$ cat src/rtl/fb_rect_fill_if.sv
// Command handshake and framebuffer write-port bundle for fb_rect_fill.
// The cmd_clear signal exists only when FB_RECT_CLEAR_EN is defined.
interface fb_rect_fill_if #(
  parameter int XW         = 9,
  parameter int YW         = 8,
  parameter int MEM_WIDTH  = 8,
  parameter int ADDR_WIDTH = 17
) ();
  logic                  cmd_valid;
  logic                  cmd_ready;
  logic [XW-1:0]         cmd_x0, cmd_x1;
  logic [YW-1:0]         cmd_y0, cmd_y1;
  logic [MEM_WIDTH-1:0]  cmd_color;
`ifdef FB_RECT_CLEAR_EN
  logic                  cmd_clear;
`endif
  logic                  busy;
  logic                  done;
  logic [ADDR_WIDTH-1:0] mem_addr;
  logic [MEM_WIDTH-1:0]  din;
  logic                  wen;

`ifdef FB_RECT_CLEAR_EN
  modport master (output cmd_valid, cmd_x0, cmd_x1, cmd_y0, cmd_y1, cmd_color, cmd_clear,
                  input  cmd_ready, busy, done, mem_addr, din, wen);
  modport slave  (input  cmd_valid, cmd_x0, cmd_x1, cmd_y0, cmd_y1, cmd_color, cmd_clear,
                  output cmd_ready, busy, done, mem_addr, din, wen);
`else
  modport master (output cmd_valid, cmd_x0, cmd_x1, cmd_y0, cmd_y1, cmd_color,
                  input  cmd_ready, busy, done, mem_addr, din, wen);
  modport slave  (input  cmd_valid, cmd_x0, cmd_x1, cmd_y0, cmd_y1, cmd_color,
                  output cmd_ready, busy, done, mem_addr, din, wen);
`endif
endinterface

$ cat src/rtl/fb_rect_fill.sv
// Rectangle-fill engine feeding the framebuffer write port, one pixel per clock.
// Define FB_RECT_CLEAR_EN to add the cmd_clear full-frame clear command.
module fb_rect_fill #(
  parameter int RES_X      = 320,
  parameter int RES_Y      = 240,
  parameter int MEM_WIDTH  = 8,
  parameter int ADDR_WIDTH = $clog2(RES_X*RES_Y),
  parameter int XW         = $clog2(RES_X),
  parameter int YW         = $clog2(RES_Y)
) (
  input  logic          clk,
  input  logic          rst,
  fb_rect_fill_if.slave bus
);

  localparam logic [XW-1:0]         X_MAX   = XW'(RES_X-1);
  localparam logic [YW-1:0]         Y_MAX   = YW'(RES_Y-1);
  localparam logic [ADDR_WIDTH-1:0] RES_X_A = ADDR_WIDTH'(RES_X);

  typedef enum logic [1:0] {IDLE, SETUP, FILL, DONE} state_e;

  state_e                state_q;
  logic [XW-1:0]         x0_q, x1_q, xl_q, xr_q, x_q;
  logic [YW-1:0]         y0_q, y1_q, yb_q, y_q;
  logic [MEM_WIDTH-1:0]  color_q, din_q;
  logic [ADDR_WIDTH-1:0] row_base_q, addr_q;
  logic                  wen_q, done_q;
`ifdef FB_RECT_CLEAR_EN
  logic                  clr_q;
`endif

  // Clamp first, then order: equivalent result, and keeps the compares narrow.
  logic [XW-1:0]         cx0, cx1, xl_d, xr_d;
  logic [YW-1:0]         cy0, cy1, yt_d, yb_d;
  logic [ADDR_WIDTH-1:0] row_base_d;

  always_comb begin
    cx0  = (x0_q > X_MAX) ? X_MAX : x0_q;
    cx1  = (x1_q > X_MAX) ? X_MAX : x1_q;
    cy0  = (y0_q > Y_MAX) ? Y_MAX : y0_q;
    cy1  = (y1_q > Y_MAX) ? Y_MAX : y1_q;
    xl_d = (cx0 < cx1) ? cx0 : cx1;
    xr_d = (cx0 < cx1) ? cx1 : cx0;
    yt_d = (cy0 < cy1) ? cy0 : cy1;
    yb_d = (cy0 < cy1) ? cy1 : cy0;
`ifdef FB_RECT_CLEAR_EN
    if (clr_q) begin
      xl_d = '0;
      xr_d = X_MAX;
      yt_d = '0;
      yb_d = Y_MAX;
    end
`endif
    row_base_d = ADDR_WIDTH'(yt_d) * RES_X_A;
  end

  always_ff @(posedge clk) begin
    if (rst) begin
      state_q    <= IDLE;
      x0_q       <= '0;
      x1_q       <= '0;
      y0_q       <= '0;
      y1_q       <= '0;
      xl_q       <= '0;
      xr_q       <= '0;
      x_q        <= '0;
      yb_q       <= '0;
      y_q        <= '0;
      color_q    <= '0;
      din_q      <= '0;
      row_base_q <= '0;
      addr_q     <= '0;
      wen_q      <= 1'b0;
      done_q     <= 1'b0;
`ifdef FB_RECT_CLEAR_EN
      clr_q      <= 1'b0;
`endif
    end else begin
      case (state_q)
        IDLE: begin
          done_q <= 1'b0;
          if (bus.cmd_valid) begin
            x0_q    <= bus.cmd_x0;
            x1_q    <= bus.cmd_x1;
            y0_q    <= bus.cmd_y0;
            y1_q    <= bus.cmd_y1;
            color_q <= bus.cmd_color;
`ifdef FB_RECT_CLEAR_EN
            clr_q   <= bus.cmd_clear;
`endif
            state_q <= SETUP;
          end
        end
        SETUP: begin
          // First write's outputs are loaded here so wen rises right after SETUP.
          xl_q       <= xl_d;
          xr_q       <= xr_d;
          yb_q       <= yb_d;
          x_q        <= xl_d;
          y_q        <= yt_d;
          row_base_q <= row_base_d;
          addr_q     <= row_base_d + ADDR_WIDTH'(xl_d);
          din_q      <= color_q;
          wen_q      <= 1'b1;
          state_q    <= FILL;
        end
        FILL: begin
          if (x_q != xr_q) begin
            x_q    <= x_q + 1'b1;
            addr_q <= addr_q + 1'b1;
          end else if (y_q != yb_q) begin
            x_q        <= xl_q;
            y_q        <= y_q + 1'b1;
            row_base_q <= row_base_q + RES_X_A;
            addr_q     <= row_base_q + RES_X_A + ADDR_WIDTH'(xl_q);
          end else begin
            wen_q   <= 1'b0;
            done_q  <= 1'b1;
            state_q <= DONE;
          end
        end
        DONE: begin
          done_q  <= 1'b0;
          state_q <= IDLE;
        end
        default: state_q <= IDLE;
      endcase
    end
  end

  assign bus.cmd_ready = (state_q == IDLE) & ~rst;
  assign bus.busy      = (state_q != IDLE) & ~rst;
  assign bus.done      = done_q;
  assign bus.mem_addr  = addr_q;
  assign bus.din       = din_q;
  assign bus.wen       = wen_q;

endmodule

$ cat src/flat_wrapper.sv
// flat-port wrapper written by rule: the top's interface ports become plain ports
module fb_rect_fill_flat 
#(
  parameter int RES_X      = 320,
  parameter int RES_Y      = 240,
  parameter int MEM_WIDTH  = 8,
  parameter int ADDR_WIDTH = $clog2(RES_X*RES_Y),
  parameter int XW         = $clog2(RES_X),
  parameter int YW         = $clog2(RES_Y)
)
  (clk, rst, bus_cmd_valid, bus_cmd_x0, bus_cmd_x1, bus_cmd_y0, bus_cmd_y1, bus_cmd_color, bus_cmd_ready, bus_busy, bus_done, bus_mem_addr, bus_din, bus_wen);
  fb_rect_fill_if #(.XW(XW), .YW(YW), .MEM_WIDTH(MEM_WIDTH), .ADDR_WIDTH(ADDR_WIDTH)) bus_i ();
  input  logic clk;
  input  logic rst;
  input wire logic [$bits(bus_i.cmd_valid)-1:0] bus_cmd_valid;
  input wire logic [$bits(bus_i.cmd_x0)-1:0] bus_cmd_x0;
  input wire logic [$bits(bus_i.cmd_x1)-1:0] bus_cmd_x1;
  input wire logic [$bits(bus_i.cmd_y0)-1:0] bus_cmd_y0;
  input wire logic [$bits(bus_i.cmd_y1)-1:0] bus_cmd_y1;
  input wire logic [$bits(bus_i.cmd_color)-1:0] bus_cmd_color;
  output wire logic [$bits(bus_i.cmd_ready)-1:0] bus_cmd_ready;
  output wire logic [$bits(bus_i.busy)-1:0] bus_busy;
  output wire logic [$bits(bus_i.done)-1:0] bus_done;
  output wire logic [$bits(bus_i.mem_addr)-1:0] bus_mem_addr;
  output wire logic [$bits(bus_i.din)-1:0] bus_din;
  output wire logic [$bits(bus_i.wen)-1:0] bus_wen;
  assign bus_i.cmd_valid = bus_cmd_valid;
  assign bus_i.cmd_x0 = bus_cmd_x0;
  assign bus_i.cmd_x1 = bus_cmd_x1;
  assign bus_i.cmd_y0 = bus_cmd_y0;
  assign bus_i.cmd_y1 = bus_cmd_y1;
  assign bus_i.cmd_color = bus_cmd_color;
  assign bus_cmd_ready = bus_i.cmd_ready;
  assign bus_busy = bus_i.busy;
  assign bus_done = bus_i.done;
  assign bus_mem_addr = bus_i.mem_addr;
  assign bus_din = bus_i.din;
  assign bus_wen = bus_i.wen;
  fb_rect_fill #(.RES_X(RES_X), .RES_Y(RES_Y), .MEM_WIDTH(MEM_WIDTH), .ADDR_WIDTH(ADDR_WIDTH), .XW(XW), .YW(YW)) u_core (.clk(clk), .rst(rst), .bus(bus_i));
endmodule
$ cat config.mk
export PLATFORM = sky130hd
export DESIGN_NAME = fb_rect_fill_flat
export DESIGN_NICKNAME = d
export VERILOG_FILES = /design/src/rtl/fb_rect_fill_if.sv /design/src/rtl/fb_rect_fill.sv /design/src/flat_wrapper.sv
export SDC_FILE = /design/constraint.sdc
export NUM_CORES = 1
export LEC_CHECK = 0
export CORE_MARGIN = 5
export CORE_UTILIZATION = 63
export CTS_BUF_LIST = sky130_fd_sc_hd__clkbuf_16
export DETAILED_ROUTE_END_ITERATION = 6
export GPL_ROUTABILITY_DRIVEN = 0
export HOLD_SLACK_MARGIN = 0.08
export PLACE_DENSITY = 0.87
export REMOVE_ABC_BUFFERS = 1
export SETUP_SLACK_MARGIN = 0.1
export SYNTH_ARGS = -nofsm -noshare
export SYNTH_HDL_FRONTEND = slang
export SYNTH_SLANG_ARGS = --single-unit
$ cat constraint.sdc
create_clock -name clk -period 9.52 [get_ports clk]
set_input_delay 1.904 -clock clk [delete_from_list [all_inputs] [get_ports clk]]
set_output_delay 1.904 -clock clk [all_outputs]
set_load 0.02 [all_outputs]
# After elaboration in Yosys (flattened, before gate mapping)
# Index checks and enable logic that the tools add are counted.
# W data, S select, Z words.
word_totals:
  elab_cells: 83
  out_inout_bits: 29
  inputBits: 45
  regBits: 131
op_classes:
  bitwise_logic: 3
  n_addsub: 6
  muxes: 30
  eq_ne: 10
  n_lt_le_gt_ge: 6
  n_reduce_logical: 11
  mul: 1
op_table:
  columns: ["cell", "count"]
  rows:
  - ["$mux W17", 4]
  - ["$pmux W17 S2", 2]
  - ["$mux W9", 6]
  - ["$mux W8", 6]
  - ["$add A17 B9 Y17", 2]
  - ["$gt A9 B9 Y1 const B", 2]
  - ["$pmux W9 S2", 1]
  - ["$add A17 B1 Y17 const B", 1]
  - ["$add A17 B9 Y17 const B", 1]
  - ["$gt A8 B8 Y1 const B", 2]
  - ["$pmux W8 S2", 1]
  - ["$reduce_and A3 Y1", 4]
  - ["$mul A8 B3 Y11 const B", 1]
  - ["$add A9 B1 Y9 const B", 1]
  - ["$lt A9 B9 Y1", 1]
  - ["$ne A9 B9 Y1", 1]
  - ["$add A8 B1 Y8 const B", 1]
  - ["$lt A8 B8 Y1", 1]
  - ["$ne A8 B8 Y1", 1]
  - ["$pmux W2 S4", 1]
  - ["$mux W2", 3]
  - ["$ne A2 B2 Y1 const B", 3]
  - ["$reduce_bool A2 Y1", 3]
  - ["$eq A2 B2 Y1 const B", 2]
  - ["10 further kinds", 16]

# Logic depth before layout (Yosys ltp)
# Gate-level depths: netlist (run 1).
depth:
  depth_word: 7
  mapped_depth: 22
  mapped_depth_nobuf: 21

# Worst setup path before layout (run 1)
# OpenSTA, ideal clock, no wires.
synth_path:
  kind: "input to output"
  start: "input port rst"
  end: "output port bus_busy"
  setup_slack_ns: 4.731
  path_stages: 4
  arrival_ns: 2.885
  path_cell_list: "clkbuf_1 -> clkbuf_1 -> buf_1 -> nor2_1"
synth_via:
  elab_chain_cells: 2
synth_rtl:
  columns: ["element", "line_no", "text"]
  rows:
  - ["from (decl)", "flat_wrapper.sv:14", "input logic rst;"]
  - ["$not A1 Y1", "fb_rect_fill.sv:132", "assign bus.busy = (state_q != IDLE) & ~rst;"]
  - ["$and A1 B1 Y1", "fb_rect_fill.sv:132", null]
  - ["to (decl)", "flat_wrapper.sv:22", "output wire logic [$bits(bus_i.busy)-1:0] bus_busy;"]
# Every way passes these cells.

# Worst setup path after layout (run 1)
layout_path:
  start: "register u_core.y0_q[7]"
  end: "register u_core.addr_q[15] (netlist: u_core.bus.mem_addr[15])"
layout_via:
  elab_chain_cells: 7
layout_rtl:
  columns: ["element", "line_no", "text"]
  rows:
  - ["from (decl)", "fb_rect_fill.sv:24", "logic [YW-1:0] y0_q, y1_q, yb_q, y_q;"]
  - ["from (signal assigned)", "fb_rect_fill.sv:85", "y0_q <= bus.cmd_y0;"]
  - ["$gt A8 B8 Y1", "fb_rect_fill.sv:40", "cy0 = (y0_q > Y_MAX) ? Y_MAX : y0_q;"]
  - ["$mux W8 *", "fb_rect_fill.sv:40", null]
  - ["$lt A8 B8 Y1", "fb_rect_fill.sv:44", "yt_d = (cy0 < cy1) ? cy0 : cy1;"]
  - ["$mux W8 *", "fb_rect_fill.sv:44", null]
  - ["$mul A8 B3 Y11 *", "fb_rect_fill.sv:54", "row_base_d = ADDR_WIDTH'(yt_d) * RES_X_A;"]
  - ["$add A17 B9 Y17 *", "fb_rect_fill.sv:102", "addr_q <= row_base_d + ADDR_WIDTH'(xl_d);"]
  - ["$pmux W17 S2 *", "fb_rect_fill.sv:79", "case (state_q)"]
  - ["to (signal assigned)", "fb_rect_fill.sv:102", null]
  - ["to (signal assigned)", "fb_rect_fill.sv:110", "addr_q <= addr_q + 1'b1;"]
  - ["to (signal assigned)", "fb_rect_fill.sv:115", "addr_q <= row_base_q + RES_X_A + ADDR_WIDTH'(xl_q);"]
  - ["to (decl)", "fb_rect_fill.sv:26", "logic [ADDR_WIDTH-1:0] row_base_q, addr_q;"]
# Every way passes the cells marked *; elsewhere a longest branch is shown, timed or not.
# A chain may end at the register's enable or synchronous reset.

==> flow_summary_export.csv, run 1 <==
group,metric,value,unit
drt,drt_iter0_drc,616,
cts,cts.sinks,125,
drt,detail_route.wirelength,18100,um
drt,avgRoutedWirePerCell,15.4,um
setup_path,crit_top_cell,"nand2_1",
timing,hold_ws,452,ps
pwr,irDropWorstVdd,0.168,mV
timing,fin_setup_tns,0,ps
logic_synthesis,yosys.area_share.xor_xnor,0.0746,
logic_synthesis,ys.warnings.count,0,
cts,cts-resized-gates,0,
timing,grt_setup_unrepaired,"false",
setup_path,cp_cell_sequence,"nand4_1 -> nand2_1 -> inv_1 -> ha_1 -> and4_1 -> nand2_1 -> o21ai_4 -> mux2_2 -> inv_1 -> xnor2_1 -> ha_1 -> fa_1 -> a21o_1 -> a21oi_1 -> xnor2_1 -> nor2_1 -> nand3b_1 -> xnor3_1 -> nand2_1 -> a311oi_1",
logic_synthesis,ys_dominant_reg_cell,"dfxtp_1",
logic_synthesis,synth_edf_count,0,
cts,cts_buffers,17,
pwr,finalPower,3.02,mW
layout,diodes,0,
logic_synthesis,syn_area_per_cell,7.70,sq um
global_routing,grt_antenna_before_repair,0,
floorplan,io_pins,74,
timing,fmax,190,MHz
drt,vias,6924,
timing,slew_violations,0,
floorplan,die_x,120,um
logic_synthesis,synth-seq-cells,125,
job,max_cap_violations,0,
cts,clk_latency,420,ps
floorplan,core,11900,sq um
cts,cts_setup_buffers,0,
layout,fill_cells,917,
timing,finalHoldViolations,0,
cts,ctsHoldBuffers,0,
timing,fin_ws,4260,ps
place,hpwlAfterDp,12100,um
global_routing,grt.total_usage,0.257,
timing,finalSetupViolCount,0,
drt,drc,0,
logic_synthesis,synth_adder_area_share,0.0614,
logic_synthesis,synth-async-reset-ratio,0,
timing,period_needed,5260,ps
global_routing,grt_pass1_vias,6550,
logic_synthesis,synth_compound_area_frac,0.199,
pwr,p_leak,3.44,nW
hold_path,min_path_type,"reg2reg",
logic_synthesis,syn_area,7580,sq um
layout,finalNonFillerCells,1177,
logic_synthesis,synth_top_family_by_area,"simple AND/OR/NAND/NOR gates",
global_routing,grt_start_max_net_pins,65,
drt,first_pass_iters,5,
layout,area_growth_syn_to_layout,16.4,%
pwr,powerDensity,342,nW/um^2
layout,final_nets,1100,
logic_synthesis,yosysSeqAreaShare,0.330,
run_status,status,"finished clean",
setup_path,worstPathMaxFanout,26,
setup_path,crit_family,"simple AND/OR/NAND/NOR gates",
cts,htreeDepth,4,
timing,timing.final.crit_share,0.553,
global_routing,grt-ovfl-total,0,
layout,drive_above_1_share,0.0544,
floorplan,initial_utilization,0.636,
setup_path,path_class,"reg2reg",
drt,viasPerCell,5.88,
setup_path,cp_slowest_cell,"o21ai_4",
setup_path,crit_arrival,5590,ps
logic_synthesis,synthMuxAreaShare,0.0746,
place,numPortBuffers,73,
setup_path,cp_num_buf_inv,2,
setup_path,crit_path_end_kind,"register",
cts,path_clk_slew,50,ps
logic_synthesis,netlist_instances,984,
cts,cts_tree,"yes",
drt,antenna_left,0,
cts,cts_root_buf,"clkbuf_16",
place,dpl.cell_count,1147,
logic_synthesis,yosys.area_share.simple,0.213,
timing,relSlewSlack,0.194,
setup_path,required,9840,ps
floorplan,num_rows,40,
cts,clockBufferDepth,2,
global_routing,grt_pass1_wl,30300,um
logic_synthesis,synth.distinct_cells,64,
setup_path,cp_slowest_stage_delay,550,ps
timing,finClkSkew,12.7,ps
place,post-place-ws,4350,ps
floorplan,die-area,14300,sq um
setup_path,crit_path_start_kind,"register",
floorplan,die_y,120,um
timing,worst_slew_pin_slew,1200,ps
## cells in the mapped netlist, types with 6 or more instances
| master | instances | share of area |
|---|---|---|
| a211oi_1 | 21 | 0.021 |
| a21o_1 | 9 | 0.0089 |
| a21oi_1 | 91 | 0.060 |
| a22oi_1 | 10 | 0.0099 |
| and3_1 | 9 | 0.0074 |
| buf_2 | 12 | 0.0079 |
| clkbuf_1 | 47 | 0.023 |
| dfxtp_1 | 125 | 0.33 |
| ha_1 | 34 | 0.056 |
| inv_1 | 25 | 0.012 |
| mux2_2 | 7 | 0.010 |
| mux2i_1 | 45 | 0.059 |
| nand2_1 | 160 | 0.079 |
| nand2b_1 | 12 | 0.0099 |
| nand3_1 | 22 | 0.015 |
| nand4_1 | 7 | 0.0058 |
| nor2_1 | 130 | 0.064 |
| nor3_1 | 12 | 0.0079 |
| o21ai_0 | 48 | 0.032 |
| o31ai_1 | 6 | 0.0059 |
| xnor2_1 | 35 | 0.040 |
| xor2_1 | 27 | 0.031 |
## worst paths after layout
kind	startpoint	endpoint	slack, ps	depth (start not counted)
max	u_core.y0_q[7]	u_core.bus.mem_addr[15]	4260	20
max reg2reg	u_core.y0_q[7]	u_core.bus.mem_addr[15]	4260	20
min reg2reg	u_core.color_q[0]	u_core.color_q[0]	450	2
min	u_core.color_q[0]	u_core.color_q[0]	450	2
## metrics by stage
step                 util  cell area, sq um
global placement    0.696              8290
detailed placement  0.696              8290
floorplan               -              7320
CTS                 0.741              8820
finish              0.741              8820
global route        0.741              8820
## cell type report
class / count / area, sq um / share of cell area
Clock buffer: 17 / 425 / 0.0482
Clock inverter: 13 / 110 / 0.0125
Inverter: 25 / 93.8 / 0.0106
Multi-Input combinational cell: 770 / 4720 / 0.536
Sequential cell: 125 / 2500 / 0.284
Tap cell: 147 / 184 / 0.0209
Timing Repair Buffer: 80 / 781 / 0.0885
## worst register-to-register path: stages, from the launching register on
cell and delay [ps]:
dfxtp_1 520, nand4_1 280, nand2_1 160, inv_1 70, ha_1 260, and4_1 250, nand2_1 110, o21ai_4 560
mux2_2 460, inv_1 140, xnor2_1 90, ha_1 250, fa_1 400, a21o_1 180, a21oi_1 220, xnor2_1 150
nor2_1 220, nand3b_1 130, xnor3_1 420, nand2_1 60, a311oi_1 250
## sequential cells by signal, indices dropped and copies added (netlist names)
register / cells
u_core.bus.din: 8
u_core.state_q: 2
u_core.bus.wen: 1
u_core.bus.done: 1
u_core.x1_q: 9
u_core.color_q: 8
u_core.row_base_q: 11
u_core.y_q: 8
u_core.y0_q: 8
u_core.xr_q: 9
u_core.bus.mem_addr: 17
u_core.x0_q: 9
u_core.x_q: 9
u_core.yb_q: 8
u_core.y1_q: 8
u_core.xl_q: 9
## routing by layer
metal  global-route usage  wire (um)  part of all wire  vias to the layer above
met3               0.0528       1190             0.066                       48
met4                0.115        506             0.028                        0
li1                     -          -                 -                     3480
met1                0.328       8070              0.45                     3121
met5                    0          0                 0                        -
met2                0.419       8330              0.46                      275
## cell usage in the layout (no fill, tap or decap), drive strengths merged, types with 6 or more instances in the layout
cell type,instances
nor2,131
clkdlybuf4s50,72
ha,34
nand2,160
xnor2,35
nand2b,12
nor3,12
a211oi,21
o31ai,6
a22oi,10
mux2i,47
mux2,7
dfxtp,125
clkinv,8
inv,27
a21o,9
a21oi,92
nand4,7
and3,9
xor2,27
buf,8
o21ai,52
nand3,22
clkbuf,17
## logic make-up (layout without fill, tap and decap cells)
group,Yosys count,count (layout)
AO/OA/AOI/OAI,239,239
multiplexers,54,54
XOR/XNOR,63,63
flip-flops,125,125
buffers and inverters,89,135
adder cells (fa/ha/maj),36,36
AND/OR/NAND/NOR,378,378
## power breakdown
part | switching [mW] | internal (mW) | total [mW]
clock | 0.228 | 0.373 | 0.601
combinational | 0.994 | 0.631 | 1.62
sequential | 0.138 | 0.655 | 0.793
total | 1.36 | 1.66 | 3.02
Note: power is estimated with default switching activity, not from simulation.
==> run 2, diff against run 1 <==
Settings changed: CORE_UTILIZATION 63 to 58, PLACE_DENSITY 0.87 to 0.81.
Clock period 9.52 ns to 5.25 ns, I/O delays scaled along.
==> run 2 against run 1 <==
Compared with the run above: clock-buffer cell count stayed put; global-route usage shrank 2.5 points; sequential share of layout area shrank 0.22 points; sequential power rose by 82%; maximum frequency rose by 9.2%.
==> flow_summary_export.csv, run 2 (synthesis gave the netlist of run 1 again) <==
group,metric,value,unit
hold_path,hp-start,"u_core.color_q[7]",
layout,area_growth_syn_to_layout,17.4,%
global_routing,grt_pass1_vias,6389,
layout,layout_common_cells,"nand2_1 (160), nor2_1 (130), dfxtp_1 (123), a21oi_1 (91), clkdlybuf4s50_1 (72)",
timing,timing.final.crit_share,0.917,
pwr,irDropWorstVdd,0.346,mV
timing,finalHoldViolations,0,
timing,worst_slew_pin_slew,1110,ps
cts,clockBufferDepth,2,
timing,fmax,208,MHz
timing,relSlewSlack,0.258,
drt,topRoutingLayerUsed,"met4",
setup_path,crit_path_start_kind,"register",
drt,drt_iter0_drc,590,
job,max_cap_violations,0,
global_routing,grt-ovfl-total,0,
setup_path,crit_path_end_kind,"register",
cts,cts_root_buf,"clkbuf_16",
drt,vias,6888,
setup_path,path_class,"reg2reg",
timing,slew_violations,0,
pwr,power_frac_comb,0.542,
cts,cts_setup_buffers,0,
timing,fin_setup_tns,0,ps
cts,ctsHoldBuffers,0,
hold_path,hold_path_depth,2,
global_routing,grt.total_usage,0.232,
floorplan,die_x,124,um
hold_path,min_path_type,"reg2reg",
pwr,power.share.clock,0.196,
drt,avgRoutedWirePerCell,14.9,um
timing,period_needed,4820,ps
global_routing,grt_antenna_before_repair,0,
pwr,p_leak,3.47,nW
pwr,powerDensity,618,nW/um^2
place,numPortBuffers,73,
floorplan,num_rows,41,
cts,htreeDepth,4,
pwr,power.internal,3.04,mW
cts,cts_tree,"yes",
cts,cts-resized-gates,0,
cts,cts.sinks,125,
cts,clk_latency,420,ps
floorplan,io_pins,74,
layout,layout_commonest_cell,"nand2_1",
timing,finClkSkew,5.24,ps
run_status,status,"finished clean",
layout,largest_reg_flops,17,
layout,diodes,0,
drt,antenna_left,0,
timing,finalSetupViolCount,0,
place,hpwlAfterDp,12400,um
floorplan,core,12700,sq um
cts,cts_buffers,17,
setup_path,r2r_slack,430,ps
layout,final_nets,1104,
setup_path,r2r_cells,19,
drt,met2WireLength,8280,um
pwr,p_seq_frac,0.262,
pwr,finalPower,5.50,mW
setup_path,required,5570,ps
drt,first_pass_iters,7,
setup_path,crit_arrival,5130,ps
cts,path_clk_slew,50,ps
timing,grt_setup_unrepaired,"false",
drt,met1Wirelength,8290,um
setup_path,timing.rr.end,"u_core.bus.mem_addr[15]",
floorplan,initial_utilization,0.596,
hold_path,hold-path-endpoint,"u_core.color_q[7]",
drt,wl_met3,1100,um
layout,drive_above_1_share,0.0618,
pwr,p_sw,2.46,mW
floorplan,die_y,124,um
setup_path,rr_startpoint,"u_core.y1_q[7]",
global_routing,grt_pass1_wl,30400,um
drt,viasPerCell,5.71,
drt,drc,0,
drt,detail_route.wirelength,18000,um
floorplan,die-area,15500,sq um
global_routing,grt_start_max_net_pins,74,
setup_path,worstPathMaxFanout,12,
pwr,switching_share,0.447,
==> run 2: how the worst max path moves through the flow <==
stage	from	to	slack (ps)	cells past startpoint
floorplan	u_core.y0_q[7]	u_core.bus.mem_addr[15]	610	20
global placement	u_core.y0_q[7]	u_core.bus.mem_addr[15]	580	20
detailed placement	u_core.y0_q[7]	u_core.bus.mem_addr[15]	330	19
CTS	u_core.y0_q[7]	u_core.bus.mem_addr[15]	280	19
global route	u_core.y1_q[7]	u_core.bus.mem_addr[15]	110	19
finish	u_core.y1_q[7]	u_core.bus.mem_addr[15]	430	19
==> run 2: critical path: stages, from the launching register on <==
cell      delay (ps)
dfxtp_1          410
and4_1           300
nand2b_1         190
ha_1             280
and4_1           240
nand2_1          120
o21ai_4          300
mux2_2           430
inv_1            120
xnor2_1           70
ha_1             250
fa_1             410
a21o_1           170
a21oi_1          230
xnor2_1          150
nor2_1           210
nand3b_1         100
xnor3_1          390
nand2_1           60
a311oi_1         290
==> run 2: stage by stage <==
| stage | std cells | utilization | setup slack [ps] | hold WS [ps] | cell area [sq um] |
|---|---|---|---|---|---|
| 6_report | 1207 | 0.699 | 434 | 456 | 8900 |
| 5_1_grt | 1207 | 0.699 | 108 | 475 | 8900 |
| 4_1_cts | 1207 | 0.698 | 276 | 457 | 8890 |
| 3_5_place_dp | 1176 | 0.656 | 333 | 450 | 8350 |
| 3_3_place_gp | 1176 | 0.656 | 579 | 442 | 8350 |
| 2_1_floorplan | 920 | - | 608 | 425 | 7320 |
==> run 2: area by class of cell <==
type                       instances  area, sq um
clock inverter                    14          114
clock buffer                      17          425
timing repair buffer              84          811
multi-input combinational        770         4730
inverter                          25         93.8
sequential                       125         2500
fill                            1078         3820
tap                              172          215
==> run 2: power by group through the flow <==
| stage | logic (mW) | clock network (mW) | registers (mW) |
|---|---|---|---|
| 6_report | 2.98 | 1.08 | 1.44 |
| 5_1_grt | 3.31 | 1.14 | 1.47 |
| 4_1_cts | 2.96 | 1.09 | 1.43 |
| 3_5_place_dp | 2.94 | 0 | 1.45 |
| 3_3_place_gp | 2.87 | 0 | 1.44 |
| 2_1_floorplan | 2.09 | 0 | 1.45 |
==> run 2: routing by layer <==
metal | GRT usage | up-vias
li1 | - | 3490
met1 | 0.303 | 3183
met2 | 0.375 | 184
met3 | 0.0515 | 31
met4 | 0.0851 | 0
met5 | 0 | -
==> run 3, diff against run 2 <==
Settings changed: CORE_UTILIZATION 58 to 30, CTS_BUF_LIST sky130_fd_sc_hd__clkbuf_16 to sky130_fd_sc_hd__clkbuf_4, PLACE_DENSITY 0.81 to unset, SLEW_MARGIN set to 40.
==> run 3 against run 2 <==
Compared with the run above: critical path depth rose by 1; highest routed layer unchanged; routed wire length up 8.1%; hold slack better by 1.8 ps; clock skew is 11 ps higher; via count is 2.1% lower.
==> flow_summary_export.csv, run 3 (synthesis gave the netlist of run 1 again) <==
group,metric,value,unit
timing,finalHoldViolations,0,
layout,finalNonFillerCells,1366,
layout,layout_common_cells,"nand2_1 (160), nor2_1 (130), dfxtp_1 (123), a21oi_1 (91), clkdlybuf4s50_1 (72)",
drt,viasPerCell,4.94,
drt,drt_iter0_drc,374,
cts,cts-resized-gates,0,
cts,cts_tree,"yes",
timing,worst_slew_pin_slew,743,ps
cts,clockBufferDepth,2,
layout,drive_above_1_share,0.0658,
floorplan,core,25000,sq um
cts,clk_latency,550,ps
drt,drc,0,
setup_path,cp_num_buf_inv,2,
timing,grt_setup_unrepaired,"false",
layout,final_nets,1105,
global_routing,grt_antenna_before_repair,1,
timing,finalSetupViolCount,0,
place,numPortBuffers,73,
setup_path,required,5710,ps
setup_path,path_class,"reg2reg",
layout,layout_commonest_cell,"nand2_1",
layout,fill_cells,2651,
timing,relSlewSlack,0.504,
run_status,status,"finished clean",
layout,multi_input_area,4740,sq um
cts,cts.sinks,125,
setup_path,crit_top_cell,"nand2_1",
global_routing,grt.total_usage,0.136,
place,hpwlAfterDp,13700,um
global_routing,grt_start_max_net_pins,62,
hold_path,hp-start,"u_core.color_q[0]",
global_routing,met1_usage,0.191,
global_routing,grt_pass1_vias,6387,
floorplan,initial_utilization,0.303,
global_routing,grt_use_met3,0.0280,
setup_path,worstPathMaxFanout,12,
floorplan,die-area,28500,sq um
global_routing,top_usage_layer,"met2",
timing,slew_violations,0,
hold_path,hold_path_depth,2,
floorplan,num_rows,58,
setup_path,crit_family,"simple AND/OR/NAND/NOR gates",
job,max_cap_violations,0,
drt,detail_route.wirelength,19400,um
setup_path,rr_startpoint,"u_core.y0_q[6]",
drt,vias,6742,
pwr,powerDensity,578,nW/um^2
drt,antenna_left,0,
place,dpl.cell_count,1335,
timing,timing.final.crit_share,0.907,
timing,fin_setup_tns,0,ps
layout,area.sequential,2500,sq um
floorplan,die_x,169,um
drt,first_pass_iters,5,
setup_path,timing.rr.end,"u_core.bus.mem_addr[15]",
cts,cts_setup_buffers,0,
setup_path,crit_arrival,5220,ps
setup_path,crit_path_start_kind,"register",
setup_path,r2r_cells,20,
hold_path,min_path_type,"reg2reg",
setup_path,crit_path_end_kind,"register",
layout,final_util,0.353,
setup_path,setup.worst_path.start,"u_core.y0_q[6]",
global_routing,met2_usage,0.210,
layout,area_growth_syn_to_layout,16.7,%
pwr,irDropWorstVdd,0.270,mV
global_routing,grt_pass1_wl,32500,um
timing,period_needed,4760,ps
global_routing,grt-ovfl-total,0,
layout,largest_reg_flops,17,
cts,path_clk_slew,110,ps
setup_path,cp_slowest_stage_delay,450,ps
drt,avgRoutedWirePerCell,14.2,um
pwr,p_leak,3.34,nW
setup_path,r2r_slack,490,ps
setup_path,cp_cell_sequence,"nand4_1 -> nand2_1 -> inv_1 -> ha_1 -> and4_1 -> nand2_1 -> o21ai_4 -> mux2_2 -> inv_1 -> xnor2_1 -> ha_1 -> fa_1 -> a21o_1 -> a21oi_1 -> xnor2_1 -> nor2_1 -> nand3b_1 -> xnor3_1 -> nand2_1 -> a311oi_1",
hold_path,hold-path-endpoint,"u_core.color_q[0]",
cts,ctsHoldBuffers,0,
setup_path,cp_slowest_cell,"dfxtp_1",
floorplan,die_y,169,um
cts,htreeDepth,4,
timing,finClkSkew,16.4,ps
floorplan,io_pins,74,
timing,fmax,210,MHz
cts,cts_buffers,17,
cts,cts_root_buf,"clkbuf_4",
[run 3: worst max path at each step]
stage	to	cells past startpoint	slack [ps]
detailed placement	u_core.bus.mem_addr[15]	18	310
floorplan	u_core.bus.mem_addr[15]	20	610
finish	u_core.bus.mem_addr[15]	20	490
global placement	u_core.bus.mem_addr[15]	20	520
global route	u_core.bus.mem_addr[15]	20	110
CTS	u_core.bus.mem_addr[15]	18	310
[run 3: layout make-up]
cell class,instances,area share
Multi-Input combinational cell,770,0.536
Sequential cell,125,0.283
Timing Repair Buffer,85,0.0925
Tap cell,330,0.0467
Clock buffer,19,0.0161
Clock inverter,10,0.0141
Inverter,25,0.0106
Antenna cell,2,0.000566
[run 3: where the power goes]
| part | leakage (nW) | switching [mW] | internal, mW |
|---|---|---|---|
| registers | 1.02 | 0.248 | 1.19 |
| clock network | 0.140 | 0.357 | 0.325 |
| logic | 2.18 | 1.82 | 1.18 |
[run 3: routing by layer]
| metal | up-vias | wire (um) |
|---|---|---|
| met5 | - | 0 |
| met4 | 0 | 288 |
| met3 | 25 | 784 |
| met2 | 147 | 8520 |
| met1 | 3081 | 9860 |
| li1 | 3489 | - |
[run 3: worst register-to-register path, cell delays in order, from the launching register on]
cell	delay, ps
dfxtp_1	450
nand4_1	260
nand2_1	170
inv_1	70
ha_1	270
and4_1	250
nand2_1	110
o21ai_4	300
mux2_2	430
inv_1	120
xnor2_1	80
ha_1	250
fa_1	400
a21o_1	180
a21oi_1	230
xnor2_1	150
nor2_1	210
nand3b_1	100
xnor3_1	370
nand2_1	50
a311oi_1	230
[run 3: stage by stage]
step	hold slack (ps)	worst slack (ps)	area [sq um]	total power [mW]
floorplan	425	608	7320	3.55
global placement	442	524	8550	4.41
detailed placement	448	311	8550	4.45
CTS	463	306	8820	5.15
global route	486	108	8840	5.58
finish	457	491	8840	5.12
